`src/rtl/imem_loader_if.sv`:
```
// rtl/imem_loader_if.sv - load-stream and instruction-memory write bundle
interface imem_loader_if #(
  parameter int ADDR_WIDTH = 8
);
  logic [7:0]            in_data;
  logic                  in_valid;
  logic                  in_ready;
  logic                  imem_we;
  logic [ADDR_WIDTH-1:0] imem_addr;
  logic [31:0]           imem_wdata;

  modport master (
    output in_data, in_valid,
    input  in_ready, imem_we, imem_addr, imem_wdata
  );

  modport slave (
    input  in_data, in_valid,
    output in_ready, imem_we, imem_addr, imem_wdata
  );
endinterface

```
`src/rtl/imem_loader.sv`:
```
// rtl/imem_loader.sv - byte-stream boot loader writing 32-bit words into instruction memory
module imem_loader #(
  parameter int ADDR_WIDTH = 8
) (
  input  logic         clock,
  input  logic         reset_n,
  input  logic         start,
  imem_loader_if.slave bus,
  output logic         cpu_hold,
  output logic         pc_clear,
  output logic         busy,
  output logic         err
);
  typedef enum logic [2:0] {IDLE, LEN, DATA, WRITE, DONE} state_t;

  localparam logic [16:0] DEPTH = 17'd1 << ADDR_WIDTH;

  state_t                state;
  logic                  len_hi;
  logic [15:0]           n;
  logic [1:0]            byte_cnt;
  logic [23:0]           word;
  logic [ADDR_WIDTH-1:0] index;

  logic        accept;
  logic [15:0] n_full;
  logic        last_word;

  assign accept    = bus.in_valid & bus.in_ready;
  assign n_full    = {bus.in_data, n[7:0]};
  assign last_word = (17'(index) == (17'(n) - 17'd1));

  // Every output is registered and updated together with the state it belongs to.
  always_ff @(posedge clock or negedge reset_n) begin
    if (!reset_n) begin
      state          <= IDLE;
      len_hi         <= 1'b0;
      n              <= '0;
      byte_cnt       <= '0;
      word           <= '0;
      index          <= '0;
      bus.in_ready   <= 1'b0;
      bus.imem_we    <= 1'b0;
      bus.imem_addr  <= '0;
      bus.imem_wdata <= '0;
      cpu_hold       <= 1'b0;
      pc_clear       <= 1'b0;
      busy           <= 1'b0;
      err            <= 1'b0;
    end else begin
      case (state)
        IDLE: begin
          if (start) begin
            state        <= LEN;
            err          <= 1'b0;
            index        <= '0;
            len_hi       <= 1'b0;
            bus.in_ready <= 1'b1;
            cpu_hold     <= 1'b1;
            busy         <= 1'b1;
          end
        end

        LEN: begin
          if (accept) begin
            if (!len_hi) begin
              n[7:0] <= bus.in_data;
              len_hi <= 1'b1;
            end else begin
              n[15:8] <= bus.in_data;
              len_hi  <= 1'b0;
              if (n_full == 16'd0) begin
                state        <= DONE;
                bus.in_ready <= 1'b0;
                pc_clear     <= 1'b1;
              end else if ({1'b0, n_full} > DEPTH) begin
                // Oversized image: abort with nothing written and release the CPU.
                state        <= IDLE;
                err          <= 1'b1;
                bus.in_ready <= 1'b0;
                cpu_hold     <= 1'b0;
                busy         <= 1'b0;
              end else begin
                state    <= DATA;
                byte_cnt <= 2'd0;
              end
            end
          end
        end

        DATA: begin
          if (accept) begin
            byte_cnt <= byte_cnt + 2'd1;
            case (byte_cnt)
              2'd0: word[7:0]   <= bus.in_data;
              2'd1: word[15:8]  <= bus.in_data;
              2'd2: word[23:16] <= bus.in_data;
              default: begin
                state          <= WRITE;
                bus.in_ready   <= 1'b0;
                bus.imem_we    <= 1'b1;
                bus.imem_addr  <= index;
                bus.imem_wdata <= {bus.in_data, word};
              end
            endcase
          end
        end

        WRITE: begin
          bus.imem_we <= 1'b0;
          if (last_word) begin
            state    <= DONE;
            pc_clear <= 1'b1;
          end else begin
            state        <= DATA;
            index        <= index + {{(ADDR_WIDTH-1){1'b0}}, 1'b1};
            byte_cnt     <= 2'd0;
            bus.in_ready <= 1'b1;
          end
        end

        DONE: begin
          state    <= IDLE;
          pc_clear <= 1'b0;
          cpu_hold <= 1'b0;
          busy     <= 1'b0;
        end

        default: begin
          state        <= IDLE;
          bus.in_ready <= 1'b0;
          bus.imem_we  <= 1'b0;
          pc_clear     <= 1'b0;
          cpu_hold     <= 1'b0;
          busy         <= 1'b0;
        end
      endcase
    end
  end
endmodule

```
`src/flat_wrapper.sv`:
```
// flat-port wrapper written by rule: the top's interface ports become plain ports
module imem_loader_flat 
#(
  parameter int ADDR_WIDTH = 8
)
  (clock, reset_n, start, cpu_hold, pc_clear, busy, err, bus_in_data, bus_in_valid, bus_in_ready, bus_imem_we, bus_imem_addr, bus_imem_wdata);
  imem_loader_if #(.ADDR_WIDTH(ADDR_WIDTH)) bus_i ();
  input  logic clock;
  input  logic reset_n;
  input  logic start;
  output logic cpu_hold;
  output logic pc_clear;
  output logic busy;
  output logic err;
  input wire logic [$bits(bus_i.in_data)-1:0] bus_in_data;
  input wire logic [$bits(bus_i.in_valid)-1:0] bus_in_valid;
  output wire logic [$bits(bus_i.in_ready)-1:0] bus_in_ready;
  output wire logic [$bits(bus_i.imem_we)-1:0] bus_imem_we;
  output wire logic [$bits(bus_i.imem_addr)-1:0] bus_imem_addr;
  output wire logic [$bits(bus_i.imem_wdata)-1:0] bus_imem_wdata;
  assign bus_i.in_data = bus_in_data;
  assign bus_i.in_valid = bus_in_valid;
  assign bus_in_ready = bus_i.in_ready;
  assign bus_imem_we = bus_i.imem_we;
  assign bus_imem_addr = bus_i.imem_addr;
  assign bus_imem_wdata = bus_i.imem_wdata;
  imem_loader #(.ADDR_WIDTH(ADDR_WIDTH)) u_core (.clock(clock), .reset_n(reset_n), .start(start), .bus(bus_i), .cpu_hold(cpu_hold), .pc_clear(pc_clear), .busy(busy), .err(err));
endmodule
```
`config.mk`:
```
export PLATFORM = sky130hd
export DESIGN_NAME = imem_loader_flat
export DESIGN_NICKNAME = d
export VERILOG_FILES = /design/src/rtl/imem_loader_if.sv /design/src/rtl/imem_loader.sv /design/src/flat_wrapper.sv
export SDC_FILE = /design/constraint.sdc
export NUM_CORES = 1
export LEC_CHECK = 0
export ABC_AREA = 1
export BUFFER_PORTS_ARGS = -buffer_cell sky130_fd_sc_hd__buf_2
export CAP_MARGIN = 5
export CORE_UTILIZATION = 62
export CTS_CLUSTER_DIAMETER = 50
export CTS_CLUSTER_SIZE = 20
export DETAILED_ROUTE_END_ITERATION = 16
export PLACE_DENSITY = 0.94
export REMOVE_ABC_BUFFERS = 1
export SLEW_MARGIN = 20
export SYNTH_ARGS = -nofsm -noshare
export SYNTH_HDL_FRONTEND = slang
export SYNTH_SLANG_ARGS = --single-unit
```
`constraint.sdc`:
```
create_clock -name clock -period 5.7 [get_ports clock]
set_input_delay 0.57 -clock clock [delete_from_list [all_inputs] [get_ports clock]]
set_output_delay 0.57 -clock clock [all_outputs]
set_load 0.01 [all_outputs]
```
**Word-level counts from Yosys, hierarchy flattened**

Index checks and enable logic that the tools add are counted.

- Bitwise gates (word level): 7
- $lt $le $gt $ge: 1
- Equal/unequal tests: 19
- $add $sub $neg: 3
- Mux-type cells: 49
- Reductions and logical operators: 25

Operator list:

| operator | number |
|---|---|
| AND reduction 3 bit | 9 |
| 2-to-1 mux 1 bit | 24 |
| 2-to-1 mux 3 bit | 7 |
| equality test 8 x 17 -> 1 bit | 1 |
| subtractor 16 x 1 -> 17 bit (second input constant) | 1 |
| greater-than comparator 16 x 9 -> 1 bit (second input constant) | 1 |
| logical NOT 16 bit | 1 |
| 2-to-1 mux 8 bit | 2 |
| case mux 8 bit (2 select lines) | 1 |
| 2-to-1 mux 2 bit | 7 |
| inequality test 2 x 1 -> 1 bit (second input constant) | 6 |
| case mux 3 bit (4 select lines) | 1 |
| AND reduction 6 bit | 2 |
| inequality test 2 bit (second input constant) | 5 |
| AND reduction 5 bit | 2 |
| adder 8 x 1 -> 8 bit (second input constant) | 1 |
| AND reduction 8 bit | 1 |
| AND reduction 7 bit | 1 |
| equality test 3 x 2 -> 1 bit (second input constant) | 2 |
| inverter 1 bit | 6 |
| case mux 1 bit (2 select lines) | 3 |
| case mux 1 bit (3 select lines) | 2 |
| case mux 2 bit (3 select lines) | 1 |
| OR reduction 3 bit | 2 |
| other kinds (13) | 15 |

- Bits in registers: 99
- Output and inout port bits: 46
- Bits of input ports: 12
- Word-level logic and storage cells: 120

**Longest topological paths before layout**

- Depth after elaboration: 6
- Gate-level depth with buffers: 17
- Mapped depth without buffers: 16

**Worst setup path after synthesis**

Ideal clock, no wire load.

- Kind: flip-flop to flip-flop
- Start point: reg u_core.n[0]
- End point: reg u_core.index[0]
- Setup slack: 3.740 ns
- Required time: 5.583 ns
- Arrival: 1.842 ns
- Stages on the path, launching flop included: 17
- Buffers on the path: 1
- Period minus slack after synthesis: 1.960 ns
- Setup time: 0.117 ns
- Cells stage by stage: dfrtp_1 > inv_1 > ha_1 > inv_1 > nand2_1 > nand3_1 > nand2_1 > nand3_1 > nor2_1 > nand2_1 > nor2_2 > nand2_1 > nand2_2 > nand2_4 > buf_6 > nand3_1 > nand2_1

- Word-level cells in the longest chain between the ends: 4

RTL lines:

| item | line | text |
|---|---|---|
| from (decl) | imem_loader.sv:20 | `logic [15:0] n;` |
| from (signal assigned) | imem_loader.sv:67 | `n[7:0] <= bus.in_data;` |
| subtractor 16 x 1 -> 17 bit | imem_loader.sv:31 | `assign last_word = (17'(index) == (17'(n) - 17'd1));` |
| equality test 8 x 17 -> 1 bit | imem_loader.sv:31 |  |
| inequality test 2 bit (no source line) | - |  |
| AND reduction 3 bit (no source line) | - |  |
| to (signal assigned) | imem_loader.sv:116 | `index <= index + {{(ADDR_WIDTH-1){1'b0}}, 1'b1};` |
| to (decl) | imem_loader.sv:23 | `logic [ADDR_WIDTH-1:0] index;` |

Every way passes these cells.
A chain may end at the register's enable or synchronous reset.

**Worst setup path in the final report**

- Start point: reg u_core.n[0]
- End point: reg u_core.index[6]

Same word-level chain as after synthesis.

==> metrics.yaml <==
place_hpwl_um: 7150
cts_inserted_buffers: 9
first_pass_iters: 5
io_pins: 58
fmax_mhz: 423
power_density_mw_per_mm2: 423
status: "complete, no violations"
slew_violations: 0
rsz0062_at_grt: "false"
cts_sinks: 99
yosysUniqueCellTypes: 38
stdcell_count: 681
cp-start-kind: "register"
fin_skew_ns: 0.0162
wl_per_cell_um: 15.4
critPathMaxFanout: 14
register_area_sq_mm: 0.00248
drt_iter0_markers: 474
fin_crit_sh_pct: 41.5
fp.dieH_um: 88.5
grt_pass1_wl_um: 17300
worstSetupEndpointType: "register"
port_buffers: 57
die-area_sq_mm: 0.00784
synth_area_sq_mm: 0.00464
ys_ff_latch: 99
h-tree-depth: 3
cts_hold_buf: 0
clk_pin_slew_worst_paths_ns: 0.10
yosysWarnings: 0
yosysMostFrequentCell: "nand2_1"
fp.dieW_um: 88.5
finish.net_count: 595
ir_worst_vdd_uv: 269
rows: 31
vias: 3864
clk_path_buf_depth: 2
drv_cap: 0
ys_async_sr_fraction_pct: 100
cts_resized: 0
drive_gt1_share_pct: 21.6
p_total_w: 0.00220
worstPathRequired_ns: 5.95
worst_pin_slew_ns: 0.877
multiInputGateArea_sq_mm: 0.00192
grt_overflow: 0
antenna_found_initial: 0
core_sq_mm: 0.00725
synth.avg_cell_area_sq_um: 8.91
synth_area_leaders: "dfrtp_1, nand2_1, o21ai_0"
ant_nets: 0
vias_per_cell: 5.67
cts_tree: "done"
place_inst: 665
n_antenna_cell: 0
drc: 0
fin_crit_ns: 2.36
setup_viol: 0
synth_edf_count: 0
area_growth_pct: 11.9
finalWeightedCongestion: 1.02
hold_viol: 0
path_class: "register to register"
final_area_sq_mm: 0.00519
placed_area_sq_mm: 0.00500
cts_setup_buffers: 0
tns_ns: 0
arrival_ns: 2.61
drt_wl_total_um: 10500
max_slew_margin_pct: 41.5
fill_cells: 517
synth_top_area_share_pct: 53.4
grt_pass1_vias: 3658
synthTopCellsByCount: "nand2_1, dfrtp_1, o21ai_0"
clk-insertion-delay-late_ns: 0.37
yosys.area.top_type: "dfrtp_1"
grtUsageTotal_pct: 29.5
ys_seq_area_share_pct: 53.4
cts_root_buffer: "clkbuf_8"
cellLeakagePower_nw: 2.73
synthFlopType: "dfrtp_1"
grt_start_max_net_pins: 75
syn-instance-count: 521
hold_class: "input port to asynchronous set/reset pin"
start_util_pct: 64.0
-- metrics by stage --
step / setup WS, ns / util (%) / hold WS (ns)
global route: 3.18 / 71.6 / 0.112
floorplan: 3.31 / - / 0.274
CTS: 3.25 / 71.6 / 0.0996
detailed placement: 3.26 / 68.9 / 0.459
finish: 3.34 / 71.6 / 0.101
global placement: 3.41 / 68.9 / 0.455
-- area by class of cell --
type                    instances  share of cell area [%]
clock inverters                 6                    1.01
inverters                      51                    3.68
well taps                      99                    2.38
multi-input cells             358                    36.9
repair buffers                 58                    5.68
clock buffers                  10                    2.65
flip-flops and latches         99                    47.7
-- per-layer routing --
| metal | routed length (um) | vias to the layer above | track usage [%] |
|---|---|---|---|
| met4 | 305 | 0 | 13.6 |
| met2 | 5400 | 166 | 48.6 |
| met3 | 525 | 31 | 5.60 |
| met1 | 4280 | 1882 | 38.1 |
| met5 | 0 | - | 0 |
| li1 | - | 1785 | - |
-- kinds of logic (layout without fill, tap and decap cells) --
kind of cell	after synthesis	after routing	synth area share [%]
multiplexers	24	24	5.82
adder cells (fa/ha/maj)	6	6	1.62
flip-flops	99	99	53.4
XOR/XNOR	8	8	1.51
AO/OA/AOI/OAI	79	79	9.30
AND/OR/NAND/NOR	241	241	22.9
buffers and inverters	64	125	5.50
-- layout by cell type (no fill, tap or decap), types with 10 or more instances in the layout --
cell,instances
dfrtp_1,99
o21ai_0,64
buf_2,56
nor2_1,41
nand3_1,18
clkbuf_8,10
mux2_2,24
inv_1,48
nand2_1,146
-- registers in the layout, indices dropped and copies added (netlist names), 2 cells and up --
name and flops:
u_core.n 16, u_core.state 3, u_core.byte_cnt 2, u_core.word 24
u_core.index 8, u_core.bus.imem_wdata 32, u_core.bus.imem_addr 8
-- final timing paths --
path                                 startpoint                      end  slack, ns  cells past startpoint
worst max-delay path                u_core.n[0]          u_core.index[6]       3.34                     15
worst min-delay path                    reset_n  u_core.bus.imem_addr[3]       0.10                      1
worst max register to register      u_core.n[0]          u_core.index[6]       3.34                     15
worst min register to register  u_core.pc_clear          u_core.pc_clear       0.48                      2
max in group asynchronous               reset_n              u_core.n[0]       4.41                      2
min in group clock              u_core.pc_clear          u_core.pc_clear       0.48                      2
-- worst max-delay path, cell delays in order, from the launching register on --
cell	delay, ns
dfrtp_1	0.43
inv_1	0.17
ha_1	0.30
inv_1	0.12
nand2_1	0.10
nand3_1	0.08
nand2_1	0.08
nand3_1	0.09
nor2_1	0.11
nand2_1	0.06
nor2_2	0.14
nand2_1	0.08
nand2_2	0.15
nand2_4	0.16
nand2_1	0.11
o21ai_2	0.05
-- report_power, final --
part	switching, W	leakage [nW]	internal (W)
clock network	0.000260	0.0971	0.000179
logic	0.000466	1.32	0.000264
registers	0.000147	1.32	0.000881
total	0.000873	2.73	0.00132
(Power assumes the default switching activity.)
